$ cat config.mk
export PLATFORM = sky130hd
export DESIGN_NAME = if_fetch_stage
export DESIGN_NICKNAME = d
export VERILOG_FILES = /design/src/rtl/if_fetch_stage.sv
export SDC_FILE = /design/constraint.sdc
export NUM_CORES = 1
export LEC_CHECK = 0
export BUFFER_PORTS_ARGS = -buffer_cell sky130_fd_sc_hd__buf_2
export CORE_MARGIN = 3
export CORE_UTILIZATION = 50
export CTS_CLUSTER_SIZE = 28
export DETAILED_ROUTE_END_ITERATION = 8
export PLACE_DENSITY = 0.84
export SYNTH_ARGS = -nofsm -noshare
export SYNTH_HDL_FRONTEND = slang
export SYNTH_SLANG_ARGS = --single-unit
$ cat constraint.sdc
create_clock -name clk -period 6.8 [get_ports clk]
set_clock_uncertainty 0.2 [all_clocks]
set_input_delay 1.36 -clock clk [delete_from_list [all_inputs] [get_ports clk]]
set_output_delay 1.36 -clock clk [all_outputs]
set_load 0.03 [all_outputs]
$ cat src/rtl/if_fetch_stage.sv
// Instruction-fetch stage: PC, single-outstanding imem handshake, IF/ID register
// with a one-entry skid buffer, decode stall and branch/jump redirect with kill.
module if_fetch_stage #(
    parameter logic [31:0] RESET_PC  = 32'h0000_0000,
    parameter logic [31:0] NOP_INSTR = 32'h0000_0013
) (
    input  logic        clk,
    input  logic        rst,
    input  logic        stall,
    input  logic        redirect_valid,
    input  logic [31:0] redirect_pc,
    output logic        imem_req,
    output logic [31:0] imem_addr,
    input  logic        imem_gnt,
    input  logic        imem_rvalid,
    input  logic [31:0] imem_rdata,
    output logic        ifid_valid,
    output logic [31:0] ifid_pc,
    output logic [31:0] ifid_instr
);
    localparam int unsigned XLEN = 32;

    logic [XLEN-1:0] pc_q, pc_d;
    logic [XLEN-1:0] req_pc_q, req_pc_d;
    logic            outstanding_q, outstanding_d;
    logic            kill_q, kill_d;
    logic            skid_valid_q, skid_valid_d;
    logic [XLEN-1:0] skid_pc_q, skid_pc_d;
    logic [XLEN-1:0] skid_instr_q, skid_instr_d;
    logic            ifid_valid_d;
    logic [XLEN-1:0] ifid_pc_d, ifid_instr_d;
    logic            fire;
    logic            accept;

    // A new request may overlap the response that retires the previous one.
    assign imem_req  = !rst && !redirect_valid && !skid_valid_q
                     && (!outstanding_q || imem_rvalid) && !(ifid_valid && stall);
    assign imem_addr = pc_q;
    assign fire      = imem_req && imem_gnt;
    assign accept    = imem_rvalid && !kill_q;

    // Next-state logic
    always_comb begin
        pc_d          = pc_q;
        req_pc_d      = req_pc_q;
        outstanding_d = outstanding_q;
        kill_d        = kill_q;
        skid_valid_d  = skid_valid_q;
        skid_pc_d     = skid_pc_q;
        skid_instr_d  = skid_instr_q;
        ifid_valid_d  = ifid_valid;
        ifid_pc_d     = ifid_pc;
        ifid_instr_d  = ifid_instr;

        if (redirect_valid) begin
            pc_d          = redirect_pc & ~XLEN'(3);
            ifid_valid_d  = 1'b0;
            ifid_instr_d  = NOP_INSTR;
            skid_valid_d  = 1'b0;
            // An in-flight response not yet returned belongs to the wrong path.
            kill_d        = outstanding_q && !imem_rvalid;
            outstanding_d = outstanding_q && !imem_rvalid;
        end else begin
            if (imem_rvalid) begin
                outstanding_d = 1'b0;
                kill_d        = 1'b0;
            end
            if (fire) begin
                outstanding_d = 1'b1;
                pc_d          = pc_q + XLEN'(4);
                req_pc_d      = pc_q;
            end
            if (accept) begin
                if (!ifid_valid || !stall) begin
                    ifid_valid_d = 1'b1;
                    ifid_pc_d    = req_pc_q;
                    ifid_instr_d = imem_rdata;
                end else begin
                    skid_valid_d = 1'b1;
                    skid_pc_d    = req_pc_q;
                    skid_instr_d = imem_rdata;
                end
            end else if (skid_valid_q && !stall) begin
                ifid_valid_d = 1'b1;
                ifid_pc_d    = skid_pc_q;
                ifid_instr_d = skid_instr_q;
                skid_valid_d = 1'b0;
            end else if (!stall) begin
                ifid_valid_d = 1'b0;
                ifid_instr_d = NOP_INSTR;
            end
        end
    end

    // State register
    always_ff @(posedge clk or posedge rst) begin
        if (rst) begin
            pc_q          <= RESET_PC;
            req_pc_q      <= '0;
            outstanding_q <= 1'b0;
            kill_q        <= 1'b0;
            skid_valid_q  <= 1'b0;
            skid_pc_q     <= '0;
            skid_instr_q  <= NOP_INSTR;
            ifid_valid    <= 1'b0;
            ifid_pc       <= '0;
            ifid_instr    <= NOP_INSTR;
        end else begin
            pc_q          <= pc_d;
            req_pc_q      <= req_pc_d;
            outstanding_q <= outstanding_d;
            kill_q        <= kill_d;
            skid_valid_q  <= skid_valid_d;
            skid_pc_q     <= skid_pc_d;
            skid_instr_q  <= skid_instr_d;
            ifid_valid    <= ifid_valid_d;
            ifid_pc       <= ifid_pc_d;
            ifid_instr    <= ifid_instr_d;
        end
    end

endmodule

==> flow_summary.ini, run 1 <==
[status]
status = finished, final reports clean

[critical_path]
cp_top_family = simple AND/OR/NAND/NOR gates
reg2reg_from = kill_q
r2r_end = skid_instr_q[5]
path_common_cell = nand3_1
cp-end-kind = register
path_buf_inv = 2
start_kind = input pin
path_class = input pin to register
worst_path_max_delay_cell = and3_1
path_cells = buf_2 > buf_4 > nor4b_2 > and3_1 > nand3_1 > mux2i_1 > nand3_1
r2r_slack_ns = 3.69
crit_path_max_fanout = 43
ff2ff_path_depth = 6
arrival_ns = 4.20
critPathRequiredTime_ns = 6.91
cpPeakStageDelay_ns = 0.98

[detailed_routing]
drt-wirelength-per-cell_um = 17.0
vias = 6513
vias_per_cell = 5.60
dr.pass1.iters = 7
ant_nets = 0
drc_errors = 0
dr.first_iter.drc_count = 457
wl_um = 19800

[clock_network]
cts_tree = done
path_clk_slew_ns = 0.07
hold_buffers = 0
clock-sinks = 188
cts_resized = 0
clockRootBuffer = clkbuf_16
numCtsBuffers = 17
cts_setup_buffers = 0
clock_path_buffers = 2
htreeDepth = 4
clock_latency_ns = 0.43

[power]
power.density_nw_per_um2 = 324
power_frac_seq = 0.483
power_leakage_uw = 0.00463
clockPowerShare = 0.313
switching_power_uw = 988
total_power_uw = 3170
p_sw_frac = 0.312
comb_power_share = 0.204
p_int_uw = 2180
ir_worst_vdd_mv = 0.201

[global_routing]
antenna_found_initial = 0
grt_max_degree = 80
grt_pass1_vias = 6304
grt_first_pass_wirelength_um = 32000
grtUsageTotal = 0.224
grt-ovfl-total = 0

[finish]
final_core_util = 0.613
fillers = 1331
stdcell_area_um2 = 9780
nets = 1003
area_growth_pct = 19.4
drive_gt1_frac = 0.295

[sta]
fin_crit_ns = 4.10
maxSlewHeadroom = 0.236
drv_slew = 0
rsz0062_at_grt = false
max_freq_mhz = 244
setup_ws_ns = 2.70
hold_viol = 0
tightest_slew_ns = 1.15
setup_violations = 0
period_share = 0.603
fin_tns_setup_ns = 0

[synthesis]
synthArstFlopShare = 1.00
syn_inst = 789
synth_warnings = 0
synth_common_cells = dfrtp_1, nand2_1, nor2_1
syn-cell-area_um2 = 8190
yosysUniqueCellTypes = 50
synth_ff_type = dfrtp_1
avgSynthCellArea_um2 = 10.4
synth_edf_count = 0
ys_ff_latch = 188
yosysMostFrequentCell = dfrtp_1
synth_seq_area_share = 0.575
synth_top_area_frac = 0.556
synthTopCellsByArea = dfrtp_1, nand2_1, mux2_2
synth_area_leader_cell = dfrtp_1

[job]
cap_violations = 0

[placed_design]
dpl_cell_area_um2 = 9180
hpwl_um = 13100
gp_congestion = 0.788
dp_slack_ns = 2.36
io_buffers = 161

[floorplan]
rows = 46
core_um2 = 15900
ios = 168
dieArea_um2 = 17900
initial_utilization = 0.514
die_height_um = 134
die_w_um = 134

[min_path]
hold_end = skid_pc_q[24]
hold_depth = 1
hold_start = skid_pc_q[24]
hp-class = register to register
[power by group through the flow]
stage	Sequential (uW)	Combinational [uW]	Clock (uW)
global route	1560	708	1060
global placement	1530	629	0
floorplan	1660	313	0
detailed placement	1550	648	0
CTS	1530	654	1010
finish	1530	646	991
[worst register-to-register path, delay by kind of cell, from the launching register on]
kind | cells | cell delay, ns
DFF | 1 | 0.40
and+or+nand+nor | 3 | 0.95
buffers and inverters | 2 | 1.03
muxes | 1 | 0.43
[registers in the layout, summed over array words and instances (netlist names), 30 cells and up]
name / flops
skid_instr_q: 32
ifid_instr: 32
skid_pc_q: 30
req_pc_q: 30
ifid_pc: 30
imem_addr: 30
[logic make-up after synthesis]
logic type | after synthesis | synth area share
AO/OA/AOI/OAI | 135 | 0.101
XOR/XNOR | 20 | 0.0214
adder cells (fa/ha/maj) | 1 | 0.00153
buffers and inverters | 57 | 0.0306
flip-flops | 188 | 0.575
multiplexers | 68 | 0.0929
other | 1 | 0.000458
AND/OR/NAND/NOR | 319 | 0.176
[worst max-delay path by stage]
stage                               from  cells past startpoint        endpoint  slack [ns]
final                     redirect_valid                      7   imem_addr[31]        2.70
after global routing      redirect_valid                      7   imem_addr[17]        2.49
after CTS                          stall                      5        imem_req        2.71
after detailed placement  redirect_valid                      7   imem_addr[31]        2.36
after global placement    redirect_valid                      7   imem_addr[17]        2.39
after floorplan                      rst                      1  ifid_instr[10]        0.14
[through the flow]
step                      hold slack (ns)  instances
after floorplan                     0.258        792
after global placement              0.267       1129
after detailed placement            0.276       1129
after CTS                           0.291       1161
after global routing                0.308       1161
final                               0.292       1162
[routing by layer]
metal / part of all wire / up-vias / GRT usage / wire length (um)
met3: 0.079 / 36 / 0.0405 / 1560
met2: 0.47 / 276 / 0.354 / 9380
li1: - / 3013 / - / -
met1: 0.42 / 3188 / 0.314 / 8360
met5: 0 / - / 0 / 0
met4: 0.024 / 0 / 0.0829 / 475
[cells in the final DEF, fill, tap and decap left out, types with 5 or more instances in the layout]
cell type	n
and4_1	7
o21ai_1	16
nand3_1	11
a21oi_1	33
dfstp_2	6
o21ai_0	9
xor2_1	8
dfrtp_1	182
buf_4	12
buf_2	161
mux2_1	11
xnor2_1	12
a31oi_1	30
clkbuf_16	17
nand2_1	179
clkinv_4	5
nand4_1	14
and3_1	9
mux2_2	53
nor2_1	70
a22oi_1	30
[area by class of cell]
class | instances | area [um2] | area share
sequential | 188 | 4710 | 0.482
multi-input combinational | 547 | 3280 | 0.335
timing repair buffer | 173 | 896 | 0.0916
clock buffer | 20 | 457 | 0.0467
tap | 216 | 270 | 0.0276
clock inverter | 12 | 140 | 0.0143
inverter | 5 | 23.8 | 0.00243
antenna | 1 | 2.50 | 0.000256
Note: power is estimated with default switching activity, not from simulation.
==> run 2, diff against run 1 <==
Settings changed: CORE_UTILIZATION 50 to 55, PLACE_DENSITY 0.84 to 0.87.
Clock period 6.8 ns to 4.3 ns, I/O delays scaled along.
==> flow_summary.ini, run 2 (same netlist as run 1, synthesis figures left out) <==
[status]
status = finished, final reports clean

[global_routing]
grt-ovfl-total = 0
grt_pass1_vias = 6458
grtUsageTotal = 0.250
grt_max_degree = 120
antenna_found_initial = 1
grt_first_pass_wirelength_um = 32300

[finish]
layout_commonest_cell = dfrtp_1
layout_common_cells = dfrtp_1, nand2_1, buf_2
nets = 1005
area_growth_pct = 18.9
drive_gt1_frac = 0.295
reg.largest.list = ifid_instr: 32 flops, skid_instr_q: 32 flops
final_core_util = 0.686

[critical_path]
cp-end-kind = output pin
ff2ff_path_depth = 6
crit_path_max_fanout = 5
critPathRequiredTime_ns = 3.24
arrival_ns = 2.14
path_class = input pin to output pin
start_kind = input pin

[sta]
fin_tns_setup_ns = 0
drv_slew = 0
setup_violations = 0
rsz0062_at_grt = false
maxSlewHeadroom = 0.371
timing.hold.ws_ns = 0.290
tightest_slew_ns = 0.940
hold_viol = 0
fin_crit_ns = 3.20
period_share = 0.745
setup_ws_ns = 1.10
max_freq_mhz = 312

[min_path]
hold_depth = 1
hp-class = register to register

[clock_network]
numCtsBuffers = 17
hold_buffers = 0
clockRootBuffer = clkbuf_16
clock_latency_ns = 0.43
cts_tree = done
clock-sinks = 188
htreeDepth = 4
path_clk_slew_ns = 0.06
cts_setup_buffers = 0
cts_resized = 0
clock_path_buffers = 2

[detailed_routing]
drc_errors = 0
met3WireLength_um = 1460
ant_nets = 0
wl_um = 20200
topRoutingLayerUsed = met4
dr.pass1.iters = 8
vias = 6581
met2_length_um = 9670
wl_met1_um = 8530
dr.first_iter.drc_count = 616
drt-wirelength-per-cell_um = 17.9
vias_per_cell = 5.84

[placed_design]
dp_slack_ns = 1.02
gp_congestion = 0.901
io_buffers = 161
hpwl_um = 13400

[power]
power_frac_seq = 0.487
switching_power_uw = 1560
p_sw_frac = 0.312
power.density_nw_per_um2 = 513
comb_power_share = 0.206
p_int_uw = 3440
ir_worst_vdd_mv = 0.331
power_leakage_uw = 0.00463
clockPowerShare = 0.307

[floorplan]
die_w_um = 128
die_height_um = 128
initial_utilization = 0.576
dieArea_um2 = 16400
rows = 43
core_um2 = 14200
ios = 168

[job]
cap_violations = 0
run 2: changes by cell type in the layout (fill, tap and decap cells not counted):
| cell | previous run | this run |
|---|---|---|
| inv_8 | 1 | 0 |
| clkinvlp_4 | 2 | 3 |
| clkbuf_1 | 1 | 2 |
| clkinv_4 | 5 | 2 |
| buf_12 | 0 | 1 |
| buf_4 | 12 | 13 |
| clkinv_2 | 2 | 3 |
run 2: power by group through the flow:
stage,sequential [uW],clock [uW],combinational (uW)
floorplan,2630,0,496
global placement,2430,0,990
detailed placement,2450,0,1030
CTS,2430,1550,1040
global route,2480,1630,1130
finish,2430,1530,1030
run 2: path summary, 6_finish.rpt:
kind	from	end	slack, ns
max in group asynchronous	rst	imem_addr[21]	2.60
min	skid_pc_q[24]	skid_pc_q[24]	0.29
max	stall	imem_req	1.10
max reg2reg	kill_q	skid_pc_q[18]	1.62
min reg2reg	skid_pc_q[24]	skid_pc_q[24]	0.29
min in group asynchronous	rst	imem_addr[5]	0.33
run 2: critical path: stages:
cell and delay [ns]:
buf_2 0.12, and2_1 0.16, nor4_1 0.57, and2_1 0.23, buf_2 0.20
run 2: stage by stage:
stage / total power, uW / instance area [um2] / instances
2_1_floorplan: 3130 / 8200 / 792
3_3_place_gp: 3420 / 9160 / 1095
3_5_place_dp: 3480 / 9160 / 1095
4_1_cts: 5020 / 9740 / 1126
5_1_grt: 5240 / 9740 / 1127
6_report: 5000 / 9740 / 1127
run 2: layer usage:
layer,vias to the layer above,global-route usage
li1,3020,-
met5,-,0
met3,52,0.0579
met4,0,0.0974
met1,3224,0.341
met2,285,0.392
run 2: layout make-up:
cell class	instances	area [um2]
flip-flops and latches	188	4710
multi-input cells	547	3280
fillers	1041	4460
clock inverters	10	116
diodes	1	2.50
clock buffers	21	460
inverters	5	22.5
well taps	180	225
repair buffers	175	923
==> run 3, diff against run 2 <==
Settings changed: ABC_AREA set to 1, PLACE_DENSITY 0.87 to 0.86.
Clock period 4.3 ns to 3.2 ns, I/O delays scaled along.
==> flow_summary.ini, run 3 <==
[status]
status = finished, final reports clean

[placed_design]
io_buffers = 161
dpl_cell_area_um2 = 9590
gp_congestion = 0.909
dp_slack_ns = 0.496
hpwl_um = 14400

[power]
power.density_nw_per_um2 = 674
power_leakage_uw = 0.00522
ir_worst_vdd_mv = 0.469

[job]
cap_violations = 0

[sta]
hold_viol = 0
max_freq_mhz = 426
setup_violations = 0
drv_slew = 0
rsz0062_at_grt = false
setup_ws_ns = 0.853
tightest_slew_ns = 0.729
period_share = 0.734
fin_crit_ns = 2.35
maxSlewHeadroom = 0.513

[clock_network]
cts_resized = 0
htreeDepth = 4
clockRootBuffer = clkbuf_16
clock-sinks = 188
cts_tree = done
path_clk_slew_ns = 0.07
numCtsBuffers = 17
cts_setup_buffers = 0
hold_buffers = 0
clock_latency_ns = 0.44
clock_path_buffers = 2

[synthesis]
synth_seq_area_share = 0.541
yosysMostFrequentCell = nand2_1
synth_area_leader_cell = dfrtp_1
synthTopCellsByArea = dfrtp_1, nand2_1, nor2_1
yosysUniqueCellTypes = 37
synth_warnings = 0
ys_ff_latch = 188
synth_top_area_frac = 0.522
syn-cell-area_um2 = 8720
synth_common_cells = nand2_1, dfrtp_1, nor2_1
avgSynthCellArea_um2 = 8.39
synth_edf_count = 0
syn_inst = 1039
synthArstFlopShare = 1.00
synth_ff_type = dfrtp_1

[global_routing]
grtUsageTotal = 0.244
grt-ovfl-total = 0
antenna_found_initial = 2
grt_max_degree = 84
grt_pass1_vias = 7073
grt_first_pass_wirelength_um = 35000

[finish]
drive_gt1_frac = 0.203
area_growth_pct = 16.4
final_core_util = 0.660
nets = 1247
reg.largest.list = ifid_instr: 32 flops, skid_instr_q: 32 flops
stdcell_area_um2 = 10100
layout_common_cells = nand2_1, dfrtp_1, buf_2
layout_commonest_cell = nand2_1

[critical_path]
reg2reg_from = ifid_valid
r2r_slack_ns = 0.85
ff2ff_path_depth = 8
cp-end-kind = register
critPathRequiredTime_ns = 3.38
path_class = register to register
critPathLaunch = ifid_valid
start_kind = register
crit_path_max_fanout = 32
arrival_ns = 2.53
r2r_end = ifid_pc[9]

[detailed_routing]
drc_errors = 0
vias_per_cell = 5.43
dr.pass1.iters = 5
wl_um = 21300
ant_nets = 0
drt-wirelength-per-cell_um = 15.2
vias = 7617
dr.first_iter.drc_count = 743

[floorplan]
initial_utilization = 0.567
core_um2 = 15400
die_w_um = 132
ios = 168
die_height_um = 132
dieArea_um2 = 17400
rows = 45

[min_path]
hp-class = input pin to asynchronous set/reset pin
==> run 3: routing by layer <==
metal,GRT usage,wire [um]
met5,0,0
met4,0.0811,501
met3,0.0447,1350
met2,0.362,9690
met1,0.366,9770
==> run 3: cell families after synthesis <==
group,after synthesis,share of synthesized area
AO/OA/AOI/OAI,212,0.146
adder cells (fa/ha/maj),1,0.00144
AND/OR/NAND/NOR,471,0.227
XOR/XNOR,3,0.00301
flip-flops,188,0.541
buffers and inverters,163,0.0815
other,1,0.000430
==> run 3: worst max-delay path, stage by stage (launching register included) <==
cell	delay, ns
dfrtp_1	0.42
nand2_2	0.12
buf_4	0.36
nor2_4	0.07
inv_2	0.08
nand3_4	0.28
inv_2	0.50
o211ai_1	0.16
nand2_1	0.09
==> run 3: worst max path at each step <==
stage	cells past startpoint	endpoint
6_report	8	ifid_pc[9]
5_1_grt	8	ifid_pc[9]
4_1_cts	8	ifid_pc[9]
3_5_place_dp	9	ifid_pc[9]
3_3_place_gp	9	ifid_pc[9]
2_1_floorplan	1	ifid_instr[10]
==> run 3: cell type report <==
cell class	instances	area (um2)
Sequential cell	188	4710
Timing Repair Buffer	171	906
Clock inverter	14	121
Inverter	107	405
Antenna cell	2	5.00
Multi-Input combinational cell	691	3310
Fill cell	1219	5220
Tap cell	211	264
Clock buffer	18	429
==> run 3: where the power goes <==
group | internal [uW] | switching, uW | total [uW] | leakage, uW
combinational | 532 | 1130 | 1660 | 0.00268
clock | 1070 | 916 | 1990 | 0.000266
sequential | 2910 | 287 | 3190 | 0.00227
total | 4510 | 2330 | 6840 | 0.00522
==> run 3: metrics by stage <==
stage | instances | hold slack, ns | total power (uW) | TNS [ns]
floorplan | 1042 | 0.243 | 4380 | -10.12
global placement | 1368 | 0.251 | 4810 | 0
detailed placement | 1368 | 0.259 | 4880 | 0
CTS | 1400 | 0.0811 | 6860 | 0
global route | 1402 | 0.106 | 7200 | 0
finish | 1402 | 0.0699 | 6840 | 0
